`src/rtl/dmem_lsu_pkg.sv`:
```
// Shared constants for the data-memory load/store unit: widths, size and state encodings.
// Latency: none (declarations only).
// Backpressure: none (declarations only).
package dmem_lsu_pkg;

  localparam int WORD_SIZE  = 32;
  localparam int DMEM_ADDRW = 10;
  localparam int BYTE_ADDRW = DMEM_ADDRW + 2;

  typedef enum logic [1:0] {
    SIZE_BYTE = 2'b00,
    SIZE_HALF = 2'b01,
    SIZE_WORD = 2'b10,
    SIZE_RSVD = 2'b11
  } size_e;

  typedef enum logic [2:0] {
    ST_IDLE  = 3'd0,
    ST_RD    = 3'd1,
    ST_RDATA = 3'd2,
    ST_WR    = 3'd3,
    ST_RESP  = 3'd4
  } state_e;

  // A request is rejected for the reserved size or for a half/word access off its natural alignment.
  function automatic logic req_is_err(input logic [1:0] size, input logic [1:0] lane);
    logic err;
    err = 1'b1;
    case (size)
      SIZE_BYTE: err = 1'b0;
      SIZE_HALF: err = lane[0];
      SIZE_WORD: err = (lane != 2'b00);
      default:   err = 1'b1;
    endcase
    return err;
  endfunction

endpackage

```
`src/rtl/dmem_lsu_if.sv`:
```
// Request/response and data-memory signal bundle for the load/store unit.
// Latency: none (wires only).
// Backpressure: req_ready gates acceptance of req_valid; the memory side never stalls.
interface dmem_lsu_if
  import dmem_lsu_pkg::*;
();
  logic                  req_valid;
  logic                  req_ready;
  logic                  req_we;
  logic [1:0]            req_size;
  logic                  req_signed;
  logic [BYTE_ADDRW-1:0] req_addr;
  logic [WORD_SIZE-1:0]  req_wdata;
  logic                  resp_valid;
  logic                  resp_err;
  logic [WORD_SIZE-1:0]  resp_rdata;
  logic                  mem_wen;
  logic [DMEM_ADDRW-1:0] mem_waddr;
  logic [WORD_SIZE-1:0]  mem_wdata;
  logic [DMEM_ADDRW-1:0] mem_raddr;
  logic [WORD_SIZE-1:0]  mem_rdata;

  // The unit's view: serves CPU requests and drives the memory ports.
  modport slave (
    input  req_valid, req_we, req_size, req_signed, req_addr, req_wdata, mem_rdata,
    output req_ready, resp_valid, resp_err, resp_rdata,
    output mem_wen, mem_waddr, mem_wdata, mem_raddr
  );

  // The environment's view: CPU pipeline plus the memory macro.
  modport master (
    output req_valid, req_we, req_size, req_signed, req_addr, req_wdata, mem_rdata,
    input  req_ready, resp_valid, resp_err, resp_rdata,
    input  mem_wen, mem_waddr, mem_wdata, mem_raddr
  );
endinterface

```
`src/rtl/dmem_lane_align.sv`:
```
// Byte-lane extract with sign/zero extension for loads, and lane merge for sub-word stores.
// Latency: purely combinational.
// Backpressure: none.
module dmem_lane_align
  import dmem_lsu_pkg::*;
(
  input  logic [1:0]           size,
  input  logic [1:0]           lane,
  input  logic                 sign_ext,
  input  logic [WORD_SIZE-1:0] rdata,
  input  logic [WORD_SIZE-1:0] wdata,
  output logic [WORD_SIZE-1:0] load_data,
  output logic [WORD_SIZE-1:0] merge_data
);
  logic [4:0]           sh;
  logic [WORD_SIZE-1:0] shifted;

  assign sh      = {lane, 3'b000};
  assign shifted = rdata >> sh;

  // Right-align the addressed lane(s) and extend to a full word.
  always_comb begin
    load_data = shifted;
    case (size)
      SIZE_BYTE: load_data = sign_ext ? {{(WORD_SIZE-8){shifted[7]}}, shifted[7:0]}
                                      : {{(WORD_SIZE-8){1'b0}}, shifted[7:0]};
      SIZE_HALF: load_data = sign_ext ? {{(WORD_SIZE-16){shifted[15]}}, shifted[15:0]}
                                      : {{(WORD_SIZE-16){1'b0}}, shifted[15:0]};
      default:   load_data = shifted;
    endcase
  end

  // Replace only the addressed lane(s) of the old word with the low bits of the store data.
  always_comb begin
    merge_data = wdata;
    case (size)
      SIZE_BYTE: merge_data = (rdata & ~(32'h0000_00FF << sh))
                            | ({{(WORD_SIZE-8){1'b0}}, wdata[7:0]} << sh);
      SIZE_HALF: merge_data = (rdata & ~(32'h0000_FFFF << sh))
                            | ({{(WORD_SIZE-16){1'b0}}, wdata[15:0]} << sh);
      default:   merge_data = wdata;
    endcase
  end
endmodule

```
`src/rtl/dmem_lsu.sv`:
```
// Load/store unit: sole initiator of the sync-read data memory; sub-word stores are read-modify-write.
// Latency accept->resp_valid: error 1, word store 2, load 3, sub-word store 4 cycles.
// Backpressure: req_ready high only in IDLE outside reset; one request in flight, no overlap.
module dmem_lsu
  import dmem_lsu_pkg::*;
(
  input  logic      clk,
  input  logic      rst,
  dmem_lsu_if.slave bus
);
  state_e                state_q, state_d;
  logic                  accept;
  logic                  we_q;
  logic [1:0]            size_q;
  logic                  signed_q;
  logic [BYTE_ADDRW-1:0] addr_q;
  logic [WORD_SIZE-1:0]  wdata_q;
  logic                  err_q;
  logic [WORD_SIZE-1:0]  rdata_q;
  logic [WORD_SIZE-1:0]  merge_q;
  logic [DMEM_ADDRW-1:0] idx_q;
  logic [WORD_SIZE-1:0]  load_data;
  logic [WORD_SIZE-1:0]  merge_data;

  assign idx_q = addr_q[BYTE_ADDRW-1:2];

  dmem_lane_align u_align (
    .size       (size_q),
    .lane       (addr_q[1:0]),
    .sign_ext   (signed_q),
    .rdata      (bus.mem_rdata),
    .wdata      (wdata_q),
    .load_data  (load_data),
    .merge_data (merge_data)
  );

  // State register; reset drops any in-flight request.
  always_ff @(posedge clk) begin
    if (rst) state_q <= ST_IDLE;
    else     state_q <= state_d;
  end

  // Request latch at accept, plus load result / merged word captured while read data is valid.
  always_ff @(posedge clk) begin
    if (rst) begin
      we_q     <= 1'b0;
      size_q   <= 2'b00;
      signed_q <= 1'b0;
      addr_q   <= '0;
      wdata_q  <= '0;
      err_q    <= 1'b0;
      rdata_q  <= '0;
      merge_q  <= '0;
    end else begin
      if (accept) begin
        we_q     <= bus.req_we;
        size_q   <= bus.req_size;
        signed_q <= bus.req_signed;
        addr_q   <= bus.req_addr;
        wdata_q  <= bus.req_wdata;
        err_q    <= req_is_err(bus.req_size, bus.req_addr[1:0]);
        rdata_q  <= '0;
      end
      if (state_q == ST_RDATA) begin
        rdata_q <= we_q ? '0 : load_data;
        merge_q <= merge_data;
      end
    end
  end

  // Next-state and state-decoded outputs; memory ports read as zero outside their active states.
  always_comb begin
    state_d        = state_q;
    accept         = 1'b0;
    bus.req_ready  = 1'b0;
    bus.resp_valid = 1'b0;
    bus.resp_err   = 1'b0;
    bus.resp_rdata = '0;
    bus.mem_wen    = 1'b0;
    bus.mem_waddr  = '0;
    bus.mem_wdata  = '0;
    bus.mem_raddr  = '0;
    case (state_q)
      ST_IDLE: begin
        bus.req_ready = !rst;
        accept        = bus.req_valid && !rst;
        if (accept) begin
          if (req_is_err(bus.req_size, bus.req_addr[1:0]))  state_d = ST_RESP;
          else if (bus.req_we && bus.req_size == SIZE_WORD) state_d = ST_WR;
          else                                              state_d = ST_RD;
        end
      end
      ST_RD: begin
        bus.mem_raddr = idx_q;
        state_d       = ST_RDATA;
      end
      ST_RDATA: begin
        bus.mem_raddr = idx_q;
        state_d       = we_q ? ST_WR : ST_RESP;
      end
      ST_WR: begin
        bus.mem_raddr = idx_q;
        bus.mem_wen   = 1'b1;
        bus.mem_waddr = idx_q;
        bus.mem_wdata = (size_q == SIZE_WORD) ? wdata_q : merge_q;
        state_d       = ST_RESP;
      end
      ST_RESP: begin
        bus.mem_raddr  = idx_q;
        bus.resp_valid = 1'b1;
        bus.resp_err   = err_q;
        bus.resp_rdata = rdata_q;
        state_d        = ST_IDLE;
      end
      default: state_d = ST_IDLE;
    endcase
  end
endmodule

```
`src/flat_wrapper.sv`:
```
// flat-port wrapper written by rule: the top's interface ports become plain ports
module dmem_lsu_flat import dmem_lsu_pkg::*;
  (clk, rst, bus_req_valid, bus_req_we, bus_req_size, bus_req_signed, bus_req_addr, bus_req_wdata, bus_mem_rdata, bus_req_ready, bus_resp_valid, bus_resp_err, bus_resp_rdata, bus_mem_wen, bus_mem_waddr, bus_mem_wdata, bus_mem_raddr);
  dmem_lsu_if bus_i ();
  input  logic clk;
  input  logic rst;
  input wire logic [$bits(bus_i.req_valid)-1:0] bus_req_valid;
  input wire logic [$bits(bus_i.req_we)-1:0] bus_req_we;
  input wire logic [$bits(bus_i.req_size)-1:0] bus_req_size;
  input wire logic [$bits(bus_i.req_signed)-1:0] bus_req_signed;
  input wire logic [$bits(bus_i.req_addr)-1:0] bus_req_addr;
  input wire logic [$bits(bus_i.req_wdata)-1:0] bus_req_wdata;
  input wire logic [$bits(bus_i.mem_rdata)-1:0] bus_mem_rdata;
  output wire logic [$bits(bus_i.req_ready)-1:0] bus_req_ready;
  output wire logic [$bits(bus_i.resp_valid)-1:0] bus_resp_valid;
  output wire logic [$bits(bus_i.resp_err)-1:0] bus_resp_err;
  output wire logic [$bits(bus_i.resp_rdata)-1:0] bus_resp_rdata;
  output wire logic [$bits(bus_i.mem_wen)-1:0] bus_mem_wen;
  output wire logic [$bits(bus_i.mem_waddr)-1:0] bus_mem_waddr;
  output wire logic [$bits(bus_i.mem_wdata)-1:0] bus_mem_wdata;
  output wire logic [$bits(bus_i.mem_raddr)-1:0] bus_mem_raddr;
  assign bus_i.req_valid = bus_req_valid;
  assign bus_i.req_we = bus_req_we;
  assign bus_i.req_size = bus_req_size;
  assign bus_i.req_signed = bus_req_signed;
  assign bus_i.req_addr = bus_req_addr;
  assign bus_i.req_wdata = bus_req_wdata;
  assign bus_i.mem_rdata = bus_mem_rdata;
  assign bus_req_ready = bus_i.req_ready;
  assign bus_resp_valid = bus_i.resp_valid;
  assign bus_resp_err = bus_i.resp_err;
  assign bus_resp_rdata = bus_i.resp_rdata;
  assign bus_mem_wen = bus_i.mem_wen;
  assign bus_mem_waddr = bus_i.mem_waddr;
  assign bus_mem_wdata = bus_i.mem_wdata;
  assign bus_mem_raddr = bus_i.mem_raddr;
  dmem_lsu u_core (.clk(clk), .rst(rst), .bus(bus_i));
endmodule
```
`config.mk`:
```
export PLATFORM = sky130hd
export DESIGN_NAME = dmem_lsu_flat
export DESIGN_NICKNAME = d
export VERILOG_FILES = /design/src/rtl/dmem_lsu_pkg.sv /design/src/rtl/dmem_lsu_if.sv /design/src/rtl/dmem_lane_align.sv /design/src/rtl/dmem_lsu.sv /design/src/flat_wrapper.sv
export SDC_FILE = /design/constraint.sdc
export NUM_CORES = 1
export LEC_CHECK = 0
export CORE_MARGIN = 2
export CORE_UTILIZATION = 40
export CTS_CLUSTER_DIAMETER = 100
export DETAILED_ROUTE_END_ITERATION = 7
export GPL_TIMING_DRIVEN = 0
export HOLD_SLACK_MARGIN = 0.12
export PLACE_DENSITY = 0.7
export SLEW_MARGIN = 20
export SYNTH_ARGS = -nofsm -noshare
export SYNTH_HDL_FRONTEND = slang
export SYNTH_SLANG_ARGS = --single-unit
```
`constraint.sdc`:
```
create_clock -name clk -period 2.55 [get_ports clk]
set_clock_uncertainty 0.1 [all_clocks]
set_input_delay 0.6375 -clock clk [delete_from_list [all_inputs] [get_ports clk]]
set_output_delay 0.6375 -clock clk [all_outputs]
set_load 0.05 [all_outputs]
```
== Word-level counts from Yosys, hierarchy flattened ==
Cells that the tools add are included.
Word-level totals
  bits in read-only memories: 0
  logic and storage cells: 63
  memories kept: 0
  bits in latches: 0
  bits in registers: 116
  bits in writable memories: 0
Cells by class
  bitwise gates (word level): 6
  shifts and indexed selects: 5
  $lt $le $gt $ge: 0
  div/mod/pow operators: 0
  multiplexer cells: 25
  multipliers: 0
  equality and inequality tests: 9
  add/sub/neg operators: 0
  reductions and logical operators: 9
Operators with widths (number)
  two-way mux 32 bit: 8
  case mux 32 bit (2 select lines): 2
  bitwise AND 32 bit: 2
  NOT 32 bit: 2
  bitwise OR 32 bit: 2
  left shift 16 x 5 -> 32 bit: 1
  left shift 16 x 5 -> 32 bit (first input constant): 1
  left shift 8 x 5 -> 32 bit: 1
  left shift 8 x 5 -> 32 bit (first input constant): 1
  >> shifter 32 x 5 -> 32 bit: 1
  two-way mux 10 bit: 2
  case mux 3 bit (4 select lines): 1
  two-way mux 3 bit: 3
  two-way mux 1 bit: 7
  == test 3 x 2 -> 1 bit (second input constant): 2
  == test 2 x 1 -> 1 bit (second input constant): 2
  == test 2 bit (second input constant): 2
  logical NOT 2 bit: 2
  nonzero test 2 bit: 2
  OR reduction 4 bit: 1
  == test 3 x 1 -> 1 bit (second input constant): 1
  == test 3 bit (second input constant): 1
  logical NOT 3 bit: 1
  case mux 1 bit (3 select lines): 1
  4 further kinds: 5

== Logic depth before layout (Yosys ltp) ==
Gate-level depths: netlist of the first run.
  depth after elaboration: 7
  depth in mapped cells: 8
  gate-level depth less buffers: 6

== Cells and area by module ==
A second synthesis of the first run with hierarchy kept.
Unflattened totals
  cells, all modules: 930
  area total of the unflattened synthesis: 6825.3 um^2
Modules (own cells, without submodules)
  dmem_lsu: cells an instance 657, times used 1, area an instance 4874.7 um^2, sequential area each 2322.2 um^2
  dmem_lane_align: cells an instance 273, times used 1, area an instance 1950.6 um^2, sequential area each 0.0 um^2

== Worst setup path after synthesis of the first run ==
Ideal clock, no wire load.
  kind: input to register
  start: input rst
  end: register u_core.wdata_q[12]
  required time: 2.337 ns
  setup slack: -0.755 ns
  arrival time: 3.092 ns
  setup time: 0.113 ns
  stages on the path: 6
  buffers on the path: 2
  cell sequence: nor4_1 -> nand2_1 -> clkbuf_1 -> buf_1 -> nand3b_1 -> nand2_1
Between the ends
  longest elaborated chain between the ends: 3
RTL lines
  start: declaration: RTL line flat_wrapper.sv:6  | input logic rst;
  logical NOT 1 bit: RTL line dmem_lsu.sv:86  | accept = bus.req_valid && !rst;
  logical AND 1 bit: RTL line dmem_lsu.sv:86
  two-way mux 1 bit: RTL line dmem_lsu.sv:83  | case (state_q)
  end signal: assignment: RTL line dmem_lsu.sv:60  | wdata_q <= bus.req_wdata;
  end: declaration: RTL line dmem_lsu.sv:17  | logic [WORD_SIZE-1:0] wdata_q;
Parallel ways exist; a longest one is shown, timed or not.
A chain may end at the register's enable or synchronous reset.

== Worst setup path in the final report of the first run ==
  start: register u_core.size_q[0]
  end: output bus_mem_wdata[10]
Between the ends
  longest elaborated chain between the ends: 3
RTL lines
  start: declaration: RTL line dmem_lsu.sv:14  | logic [1:0] size_q;
  start signal: assignment: RTL line dmem_lsu.sv:57  | size_q <= bus.req_size;
  == test 2 bit: RTL line dmem_lsu.sv:105  | bus.mem_wdata = (size_q == SIZE_WORD) ? wdata_q : merge_q;
  two-way mux 32 bit: RTL line dmem_lsu.sv:105
  two-way mux 32 bit: RTL line dmem_lsu.sv:83
  end: declaration: RTL line flat_wrapper.sv:20  | output wire logic [$bits(bus_i.mem_wdata)-1:0] bus_mem_wdata;
Every way passes these cells.

==> metrics.txt, run 1 <==
status=complete, but fails checks; failing checks=negative setup slack; mux cell area share after synthesis=0.06957; period utilisation layout=1.002; # DRC=0; CTS tree=yes; cts hold-fix bufs=0; CP Capture Type=output port; RR Endpoint=u_core.merge_q[4]; dpl cells=1201; Final nets=1108; drt total wl=26490 um; synthesized area=6583 um2; filler cell count=1469; Remaining Overflow, GRT=0; Critical Path AT=1.82 ns; Tmin final=2.554 ns; GR peak layer=met2; hold path cells=1; Comb pwr share=0.203; Pre-antenna DRT Iters=8; # port buffers=170; Fin Hold WS=0.3610 ns; main combinational cell family by area after synthesis=simple AND/OR/NAND/NOR gates; maximum clock frequency=0.3915 GHz; Final Max Tran Viols=0; Vias per Instance=5.839; Worst Tran Pin Value=0.7387 ns; gpl congestion=1.005; switching power=1.615 mW; Starting DRT DRC Count=647; LEAKAGE=3.907 nW; Net Sw Frac=0.2927; starting density of the core=0.4114; pin count of the biggest net entering global routing=17; Syn-to-layout area delta=48.68%; Rows=46; Distinct cells, synth=53; Post-synth EDFFs=0; count of maximum capacitance violations=0; Synth Warn #=0; Synth Area in XOR/XNOR=0.002661; core area=16000 um2; GR Util met1=0.3915; share of layout cells above drive strength 1=0.2582; final setup fails=1; Syn Area/Cell=8.077 um2; Worst slew margin=0.5075; Worst EP required=1.81 ns; antenna cells=0; Die Y=132.3 um; Hold EP=u_core.rdata_q[13]; total negative setup slack=-0.004255 ns; min-delay worst type=register to register; H-tree depth=4; Cell Pwr Density=563.8 nW/um2; Die Span X=132.3 um; vias in the first global route=7010; Yosys reg bits=116; Via Count=7299; WS Path Type=register to output port; Post-Layout Cell Count=1250; sequential power share=0.369; io pins=171; global-route wire length before repair=39660 um; ys async rst share=0; WL/cell=21.19 um; DP Wirelength=18660 um; Post-Synth Simple-Gate Area=0.3056; sequential area share after synthesis=0.3528; global-route usage over all layers=0.2923; R2R depth=7; clock sinks=116; R2R Path Start=u_core.addr_q[0]; syn_nets=902; final hold violation count=0; die area=17500 um2; adder-cell share of the synthesized area=0.007603; prevailing post-synth register cell=dfxtp_1; CTS buffer count=17; worst vdd ir=0.4810 mV; crit start category=register; met3 usage=0.07728; worst-path fanout max=8; clock-pin slew on the worst setup and hold paths=0.06 ns; Pint=3.903 mW; register-to-register setup slack=0.07 ns; worst skew pair latency=0.43 ns; Final WS setup=-0.004255 ns; initial antenna violation count=0; clk root buf=clkbuf_16; M2 GR Usage=0.4508; Post-Syn Instances=815; hold path start=u_core.rdata_q[13]; worst-case clock buffer depth=2; setup repair after global routing missed its margin=yes; Synth Area in Compound Gates=0.2095; DRT antenna net count=0; Clk pwr share=0.428; worst slack, placed=-1.171 ns
## area by class of cell
type                       count  area (um2)  area share
buffer                        75       548.0     0.05600
clock buffer                  22       474.2     0.04845
clock inverter                10       105.1     0.01074
inverter                       5       21.27    0.002173
multi-input combinational    619        4280      0.4374
sequential                   116        2328      0.2379
tap                          216       270.3     0.02761
timing repair buffer         187        1759      0.1797
## registers in the layout, summed over array words and instances (netlist names)
signal / count
u_core.state_q: 3
u_core.err_q: 1
u_core.rdata_q: 32
u_core.size_q: 2
u_core.wdata_q: 32
u_core.addr_q: 12
u_core.signed_q: 1
u_core.merge_q: 32
u_core.we_q: 1
## logic make-up (layout without fill, tap and decap cells)
logic type      after synthesis  count (layout)
compound gates              179             179
xor+xnor                      2               3
fa+ha+maj                     4               4
buf+inv                      82             299
flops                       116             116
mux                          34              34
simple gates                398             399
## critical path: stages (launching register included)
cell and delay (ns):
dfxtp_2 0.32, buf_6 0.11, buf_6 0.10, nand2b_4 0.23
clkbuf_16 0.19, nand2_1 0.10, a21oi_4 0.17, buf_6 0.18
## Yosys cell counts (2+ instances only)
| library cell | count | share of area |
|---|---|---|
| nor2_1 | 39 | 0.022 |
| mux2i_1 | 3 | 0.0046 |
| dfxtp_1 | 116 | 0.35 |
| a22o_1 | 8 | 0.011 |
| nand3_1 | 3 | 0.0023 |
| or2_2 | 2 | 0.0019 |
| nor2b_1 | 21 | 0.020 |
| a21oi_1 | 33 | 0.025 |
| and3_1 | 33 | 0.031 |
| a211oi_1 | 16 | 0.018 |
| o31ai_1 | 2 | 0.0023 |
| a22oi_1 | 15 | 0.017 |
| a221oi_1 | 16 | 0.021 |
| nand3b_1 | 56 | 0.064 |
| nor3_1 | 18 | 0.014 |
| nand2b_1 | 3 | 0.0029 |
| clkbuf_1 | 53 | 0.030 |
| a311oi_1 | 16 | 0.021 |
| ha_1 | 4 | 0.0076 |
| mux2_2 | 24 | 0.041 |
| mux4_2 | 7 | 0.024 |
| o22ai_1 | 17 | 0.016 |
| and2_1 | 22 | 0.021 |
| buf_1 | 4 | 0.0023 |
| o311a_1 | 16 | 0.024 |
| buf_2 | 17 | 0.013 |
| buf_4 | 2 | 0.0023 |
| inv_1 | 5 | 0.0029 |
| o21ai_0 | 10 | 0.0076 |
| a221o_1 | 16 | 0.024 |
| o2bb2ai_1 | 7 | 0.0093 |
| nand2_1 | 190 | 0.11 |
## stage by stage
step / util / instance area [um2] / total power, mW
floorplan: - / 6824 / 2.617
global placement: 0.5497 / 8796 / 3.033
detailed placement: 0.5497 / 8796 / 3.040
CTS: 0.5980 / 9568 / 5.450
global route: 0.6117 / 9787 / 5.701
finish: 0.6117 / 9787 / 5.518
## worst max-delay path by stage
stage | cells past startpoint | start | end
global placement | 7 | u_core.size_q[1] | bus_mem_wdata[11]
finish | 7 | u_core.size_q[0] | bus_mem_wdata[10]
detailed placement | 7 | u_core.size_q[1] | bus_mem_wdata[13]
CTS | 7 | u_core.size_q[1] | bus_mem_wdata[7]
global route | 7 | u_core.addr_q[0] | u_core.merge_q[4]
floorplan | 6 | u_core.size_q[1] | bus_mem_wdata[16]
## power by group through the flow
| stage | Sequential [mW] | Clock, mW | Combinational, mW |
|---|---|---|---|
| after floorplan | 2.01 | 0 | 0.608 |
| after CTS | 2.03 | 2.37 | 1.06 |
| after detailed placement | 2.06 | 0 | 0.977 |
| after global routing | 2.04 | 2.47 | 1.19 |
| final | 2.04 | 2.36 | 1.12 |
| after global placement | 2.06 | 0 | 0.972 |
## cell usage in the layout (no fill, tap or decap), types with 19 or more instances in the layout
cell type,instances
clkbuf_1,32
buf_4,36
and3_1,33
buf_2,29
clkbuf_16,23
nand2_1,185
nand3b_1,56
and2_1,20
dfxtp_1,113
mux2_2,24
a21oi_4,19
nor2b_1,20
nor2_1,37
clkdlybuf4s50_1,81
buf_6,46
## routing by layer
metal | routed length, um | part of all wire
met4 | 733 | 0.028
met3 | 2651 | 0.10
met5 | 0 | 0
met1 | 11200 | 0.42
met2 | 11900 | 0.45
## timing repair
action                     4_1_cts  5_1_grt
cloned                           4        3
setup endpoints to repair      101      116
resized for setup              601       58
buffers inserted                 7        5
pin swaps                        4        8
No activity file was read; power rests on OpenSTA's default activity.
==> run 2: changes to the inputs <==
Settings changed: CELL_PAD_IN_SITES_DETAIL_PLACEMENT set to 0, CELL_PAD_IN_SITES_GLOBAL_PLACEMENT set to 1, CORE_UTILIZATION 40 to 36, PLACE_DENSITY 0.7 to 0.83.
==> run 2 against run 1 <==
  * The flow now finishes without violations
  * Largest cell class unchanged
  * Register-to-register slack gained 0.08 ns
  * Critical path depth is the same
  * Worst setup slack gained 0.029 ns
  * Wire length shrank 0.18%
  * Maximum frequency grew 1.2%
  * Final cell count grew 1.2%
  * Critical endpoint is now bus_mem_wdata[21]
  * Critical path type unchanged
  * Combinational power is essentially flat
  * Worst hold slack gained 0.00092 ns
==> metrics.txt, run 2 (synthesized netlist as in run 1, its figures left out) <==
clock-pin slew on the worst setup and hold paths=0.05 ns (about the same); Pre-antenna DRT Iters=5 (-3); biggest regs=u_core.merge_q (32), u_core.rdata_q (32), u_core.wdata_q (32); Worst EP required=1.81 ns (about the same); worst-path fanout max=8 (unchanged); initial antenna violation count=0 (unchanged); starting density of the core=0.3664 (-0.04496); Final Max Tran Viols=0 (unchanged); setup repair after global routing missed its margin=yes; die area=19380 um2 (+11%); LEAKAGE=3.954 nW (+1.2%); share of layout cells above drive strength 1=0.2664 (+0.008189); # DRC=0 (unchanged); CTS buffer count=17 (unchanged); commonest cells after routing, fill and taps aside=179 x nand2_1, 114 x dfxtp_1, 80 x clkdlybuf4s50_1; R2R depth=8 (+1); final hold violation count=0 (unchanged); register-to-register setup slack=0.15 ns (+0.08 ns); Final nets=1110 (+0.18%); RR Endpoint=u_core.merge_q[13]; crit path to=bus_mem_wdata[21]; R2R Path Start=u_core.addr_q[1]; gpl congestion=1.027 (+2.2%); CP peak stage delay=0.32 ns (about the same); CTS tree=yes; Remaining Overflow, GRT=0 (unchanged); final setup fails=0 (-1); Die Span X=139.2 um (+5.2%); crit-path most repeated cell=buf_6; period utilisation layout=0.9903 (-0.01142); Worst slew margin=0.4943 (-0.01321); # port buffers=170 (unchanged); pin count of the biggest net entering global routing=17 (unchanged); Tmin final=2.525 ns (-0.02911 ns); DP Wirelength=19250 um (+3.2%); antenna cells=0 (unchanged); core area=17960 um2 (+12%); status=complete, no violations; global-route usage over all layers=0.2672 (-0.02508); drt total wl=26440 um (-0.18%); worst-case clock buffer depth=2 (unchanged); slowest CP cell=dfxtp_2; total power=5.739 mW (+4.0%); worst vdd ir=0.4710 mV (-2.1%); hold path start=u_core.rdata_q[10]; cts hold-fix bufs=0 (unchanged); clock sinks=116 (unchanged); Rows=49 (+6.5%); Starting DRT DRC Count=576 (-11%); Vias per Instance=5.718 (-2.1%); vias in the first global route=6891 (-1.7%); count of maximum capacitance violations=0 (unchanged); H-tree depth=4 (unchanged); worst skew pair latency=0.42 ns (about the same); most common cell after layout, fill and taps aside=nand2_1; filler cell count=1721 (+17%); Worst Tran Pin Value=0.7585 ns (+0.01982 ns); maximum clock frequency=0.3960 GHz (+1.2%); io pins=171 (unchanged); WS Path Type=register to output port; Cell Pwr Density=584.0 nW/um2 (+3.6%); CP Launch Point=u_core.size_q[0]; crit start category=register; Syn-to-layout area delta=49.29%; CP Capture Type=output port; min-delay worst type=register to register; clk root buf=clkbuf_16; DRT antenna net count=0 (unchanged); Die Y=139.2 um (+5.2%); Critical Path AT=1.79 ns (-0.03 ns); worst slack, placed=-1.195 ns (-0.02416 ns); WL/cell=20.90 um (-1.4%); Final WS setup=0.02486 ns (+0.02911 ns); Via Count=7233 (-0.90%); critical-path cell list=buf_6 -> buf_6 -> nand2b_4 -> buf_8 -> nand2_1 -> a21oi_4 -> buf_6; global-route wire length before repair=40470 um (+2.0%)
[run 2: changes by cell type in the layout (fill, tap and decap cells not counted), moves of 4 or more]
cell	delta
buf_2	+6
nand2_2	+6
a21oi_4	-4
clkbuf_4	+4
nand2_1	-6
a21oi_2	+4
buf_4	-7
[run 2: timing repair]
| action | CTS | global route |
|---|---|---|
| setup endpoints to repair | 91 | 117 |
| gates cloned | 4 | 2 |
| buffers inserted | 9 | 6 |
| pin swaps | 4 | 8 |
| resized for setup | 584 | 71 |
[run 2: how the worst min path moves through the flow]
stage,end,depth (start not counted)
3_3_place_gp,u_core.rdata_q[11],1
3_5_place_dp,u_core.rdata_q[10],1
6_report,u_core.rdata_q[10],1
5_1_grt,u_core.rdata_q[10],1
4_1_cts,u_core.rdata_q[10],1
2_1_floorplan,u_core.rdata_q[10],1
[run 2: metrics by stage]
stage | hold slack (ns) | util | cells | instance area, um2 | TNS (ns)
6_report | 0.3619 | 0.5471 | 1265 | 9827 | 0
5_1_grt | 0.3930 | 0.5471 | 1265 | 9827 | -0.1587
4_1_cts | 0.3589 | 0.5376 | 1258 | 9657 | 0
3_5_place_dp | 0.3437 | 0.4906 | 1214 | 8812 | -87.40
3_3_place_gp | 0.3412 | 0.4906 | 1214 | 8812 | -86.54
2_1_floorplan | 0.3248 | - | 815 | 6824 | -0.6787
[run 2: report_power, final]
group / switching [mW] / internal (mW) / leakage (nW)
sequential: 0.121 / 1.91 / 0.947
combinational: 0.629 / 0.485 / 2.69
clock: 0.858 / 1.73 / 0.317
[run 2: final cells by class]
cell class | count | area (um2) | area share
timing repair buffer | 190 | 1740 | 0.1771
multi-input combinational | 618 | 4264 | 0.4339
buffer | 75 | 553.0 | 0.05628
sequential | 116 | 2327 | 0.2368
clock inverter | 9 | 148.9 | 0.01515
inverter | 5 | 18.77 | 0.001910
clock buffer | 23 | 488.0 | 0.04966
tap | 229 | 286.5 | 0.02916
[run 2: per-layer routing]
layer,wire length [um],GRT usage
met5,0,0
met4,609,0.08293
met3,2079,0.05368
met2,11930,0.4180
met1,11820,0.3718
[run 2: critical path: cells and delay by family, from the launching register on]
kind | cells | cell delay (ns)
and+or+nand+nor | 2 | 0.34
buffers and inverters | 4 | 0.55
AOI/OAI and AO/OA | 1 | 0.16
DFF | 1 | 0.32
==> run 3: changes to the inputs <==
Settings changed: CORE_MARGIN 2 to not set.
==> run 3 against run 2 <==
  * The flow now finishes with violations (negative setup slack)
  * Critical endpoint is now bus_mem_wdata[11]
  * Sequential cell count stayed put
  * Die area is 2.9% lower
  * Wire length is 0.23% lower
  * Critical path depth is 1 higher
  * Clock power hardly changed
  * Critical path type unchanged
  * Worst hold slack worse by 0.0034 ns
  * Total power is 0.54% higher
  * First-iteration DRC count is 19% higher
  * Non-clock buffer count is 7 higher
  * Via count is 0.58% lower
  * Worst setup slack worse by 0.055 ns
  * Final area is 3.1% higher
==> metrics.txt, run 3 (synthesized netlist as in run 1, its figures left out) <==
worst slack, placed=-1.162 ns (+0.03299 ns); top cell family by delay on the critical path=buffers and inverters; maximum clock frequency=0.3876 GHz (-2.1%); share of layout cells above drive strength 1=0.2869 (+0.02054); initial antenna violation count=0 (unchanged); # DRC=0 (unchanged); Syn-to-layout area delta=53.87%; worst-path fanout max=8 (unchanged); gpl congestion=0.9407 (-8.4%); Via Count=7191 (-0.58%); antenna cells=0 (unchanged); core area=17960 um2 (unchanged); WS Path Type=register to output port; most common cell after layout, fill and taps aside=nand2_1; Die Y=137.2 um (-1.4%); final setup fails=7 (+7); CTS tree=yes; final hold violation count=0 (unchanged); starting density of the core=0.3664 (unchanged); Rows=49 (unchanged); Tmin final=2.580 ns (+0.05458 ns); Fin Hold WS=0.3586 ns (-0.003375 ns); register-to-register setup slack=0.20 ns (+0.05 ns); Worst slew margin=0.5358 (+0.04153); crit path buf inv count=5 (+1); worst vdd ir=0.4740 mV (+0.63%); clock sinks=116 (unchanged); H-tree depth=4 (unchanged); Final Max Tran Viols=0 (unchanged); WL/cell=20.76 um (-0.70%); drt total wl=26380 um (-0.23%); min-delay worst type=register to register; cts hold-fix bufs=0 (unchanged); Pre-antenna DRT Iters=5 (unchanged); Final nets=1116 (+0.54%); CP peak stage delay=0.31 ns (about the same); # port buffers=170 (unchanged); Worst EP required=1.81 ns (about the same); clk root buf=clkbuf_16; Final WS setup=-0.02973 ns (-0.05458 ns); critical-path cell list=buf_6 -> buf_6 -> nor2b_4 -> buf_12 -> clkbuf_16 -> nand2_4 -> a21oi_4 -> buf_6; worst-case clock buffer depth=2 (unchanged); worst skew pair latency=0.43 ns (about the same); global-route wire length before repair=39590 um (-2.2%); global-route usage over all layers=0.2844 (+0.01724); crit-path most repeated cell=buf_6; Worst Tran Pin Value=0.6962 ns (-0.06230 ns); Cell Pwr Density=569.6 nW/um2 (-2.5%); DP Wirelength=18930 um (-1.7%); status=complete, but fails checks; crit start category=register; Vias per Instance=5.658 (-1.0%); io pins=171 (unchanged); CP Capture Type=output port; vias in the first global route=6894 (+0.044%); DRT antenna net count=0 (unchanged); Starting DRT DRC Count=687 (+19%); setup repair after global routing missed its margin=yes; pin count of the biggest net entering global routing=17 (unchanged); Die Span X=137.2 um (-1.4%); clock-pin slew on the worst setup and hold paths=0.05 ns (about the same); filler cell count=1642 (-4.6%); slowest CP cell=dfxtp_2; count of maximum capacitance violations=0 (unchanged); Remaining Overflow, GRT=0 (unchanged); die area=18830 um2 (-2.9%); Critical Path AT=1.84 ns (+0.05 ns); final core occ=0.5638 (+0.01679); period utilisation layout=1.012 (+0.02141); LEAKAGE=4.175 nW (+5.6%); commonest cells after routing, fill and taps aside=168 x nand2_1, 111 x dfxtp_1, 80 x clkdlybuf4s50_1; failing checks=negative setup slack; CTS buffer count=17 (unchanged); biggest regs=u_core.merge_q (32), u_core.rdata_q (32), u_core.wdata_q (32)
-- run 3: cell types whose count changed in the layout (fill, tap and decap cells not counted), sizes merged --
cell / delta
xnor2: -1
buf: +17
clkbuf: -13
clkinvlp: +3
-- run 3: final cells by class --
type                       count  area (um2)  share of cell area
multi-input combinational    617        4388              0.4332
sequential                   116        2336              0.2306
timing repair buffer         198        1892              0.1868
buffer                        74       569.3             0.05621
clock buffer                  20       456.7             0.04509
tap                          229       286.5             0.02829
clock inverter                12       178.9             0.01767
inverter                       5       21.27            0.002100
-- run 3: power breakdown --
part	total, mW	internal, mW	leakage, nW	switching [mW]
sequential	2.04	1.91	0.949	0.132
clock	2.58	1.68	0.302	0.892
combinational	1.15	0.511	2.92	0.638
total	5.77	4.11	4.18	1.66
-- run 3: metrics by stage --
step | TNS [ns] | cell area, um2 | total power, mW | std cells
6_report | -0.1122 | 10130 | 5.770 | 1271
5_1_grt | -0.8424 | 10130 | 5.951 | 1271
4_1_cts | -0.02955 | 9746 | 5.709 | 1262
3_5_place_dp | -87.33 | 8812 | 3.046 | 1214
3_3_place_gp | -84.61 | 8812 | 3.044 | 1214
2_1_floorplan | -0.6787 | 6824 | 2.617 | 815
-- run 3: repair_timing --
| action | in CTS | in global routing |
|---|---|---|
| cloned | 6 | 4 |
| gates resized for setup | 607 | 98 |
| setup endpoints to repair | 90 | 136 |
| pin swaps | 5 | 17 |
| setup buffers | 11 | 7 |
-- run 3: per-layer routing --
metal | up-vias | wire [um] | global-route usage
met2 | 324 | 11910 | 0.4408
met1 | 3416 | 11690 | 0.3893
met4 | 0 | 509 | 0.08364
met3 | 44 | 2267 | 0.06880
li1 | 3407 | - | -
met5 | - | 0 | 0
-- run 3: final timing paths --
kind | start | to | depth (start not counted)
worst max register to register | u_core.state_q[0] | u_core.merge_q[12] | 6
worst min register to register | u_core.rdata_q[9] | u_core.rdata_q[9] | 1
worst max-delay path | u_core.size_q[0] | bus_mem_wdata[11] | 8
worst min-delay path | u_core.rdata_q[9] | u_core.rdata_q[9] | 1
-- run 3: worst register-to-register path, cell delays in order, from the launching register on --
cell     delay [ns]
dfxtp_4        0.36
buf_4          0.15
nor3b_1        0.39
buf_2          0.33
buf_1          0.51
o311a_1        0.30
nor3_1         0.06
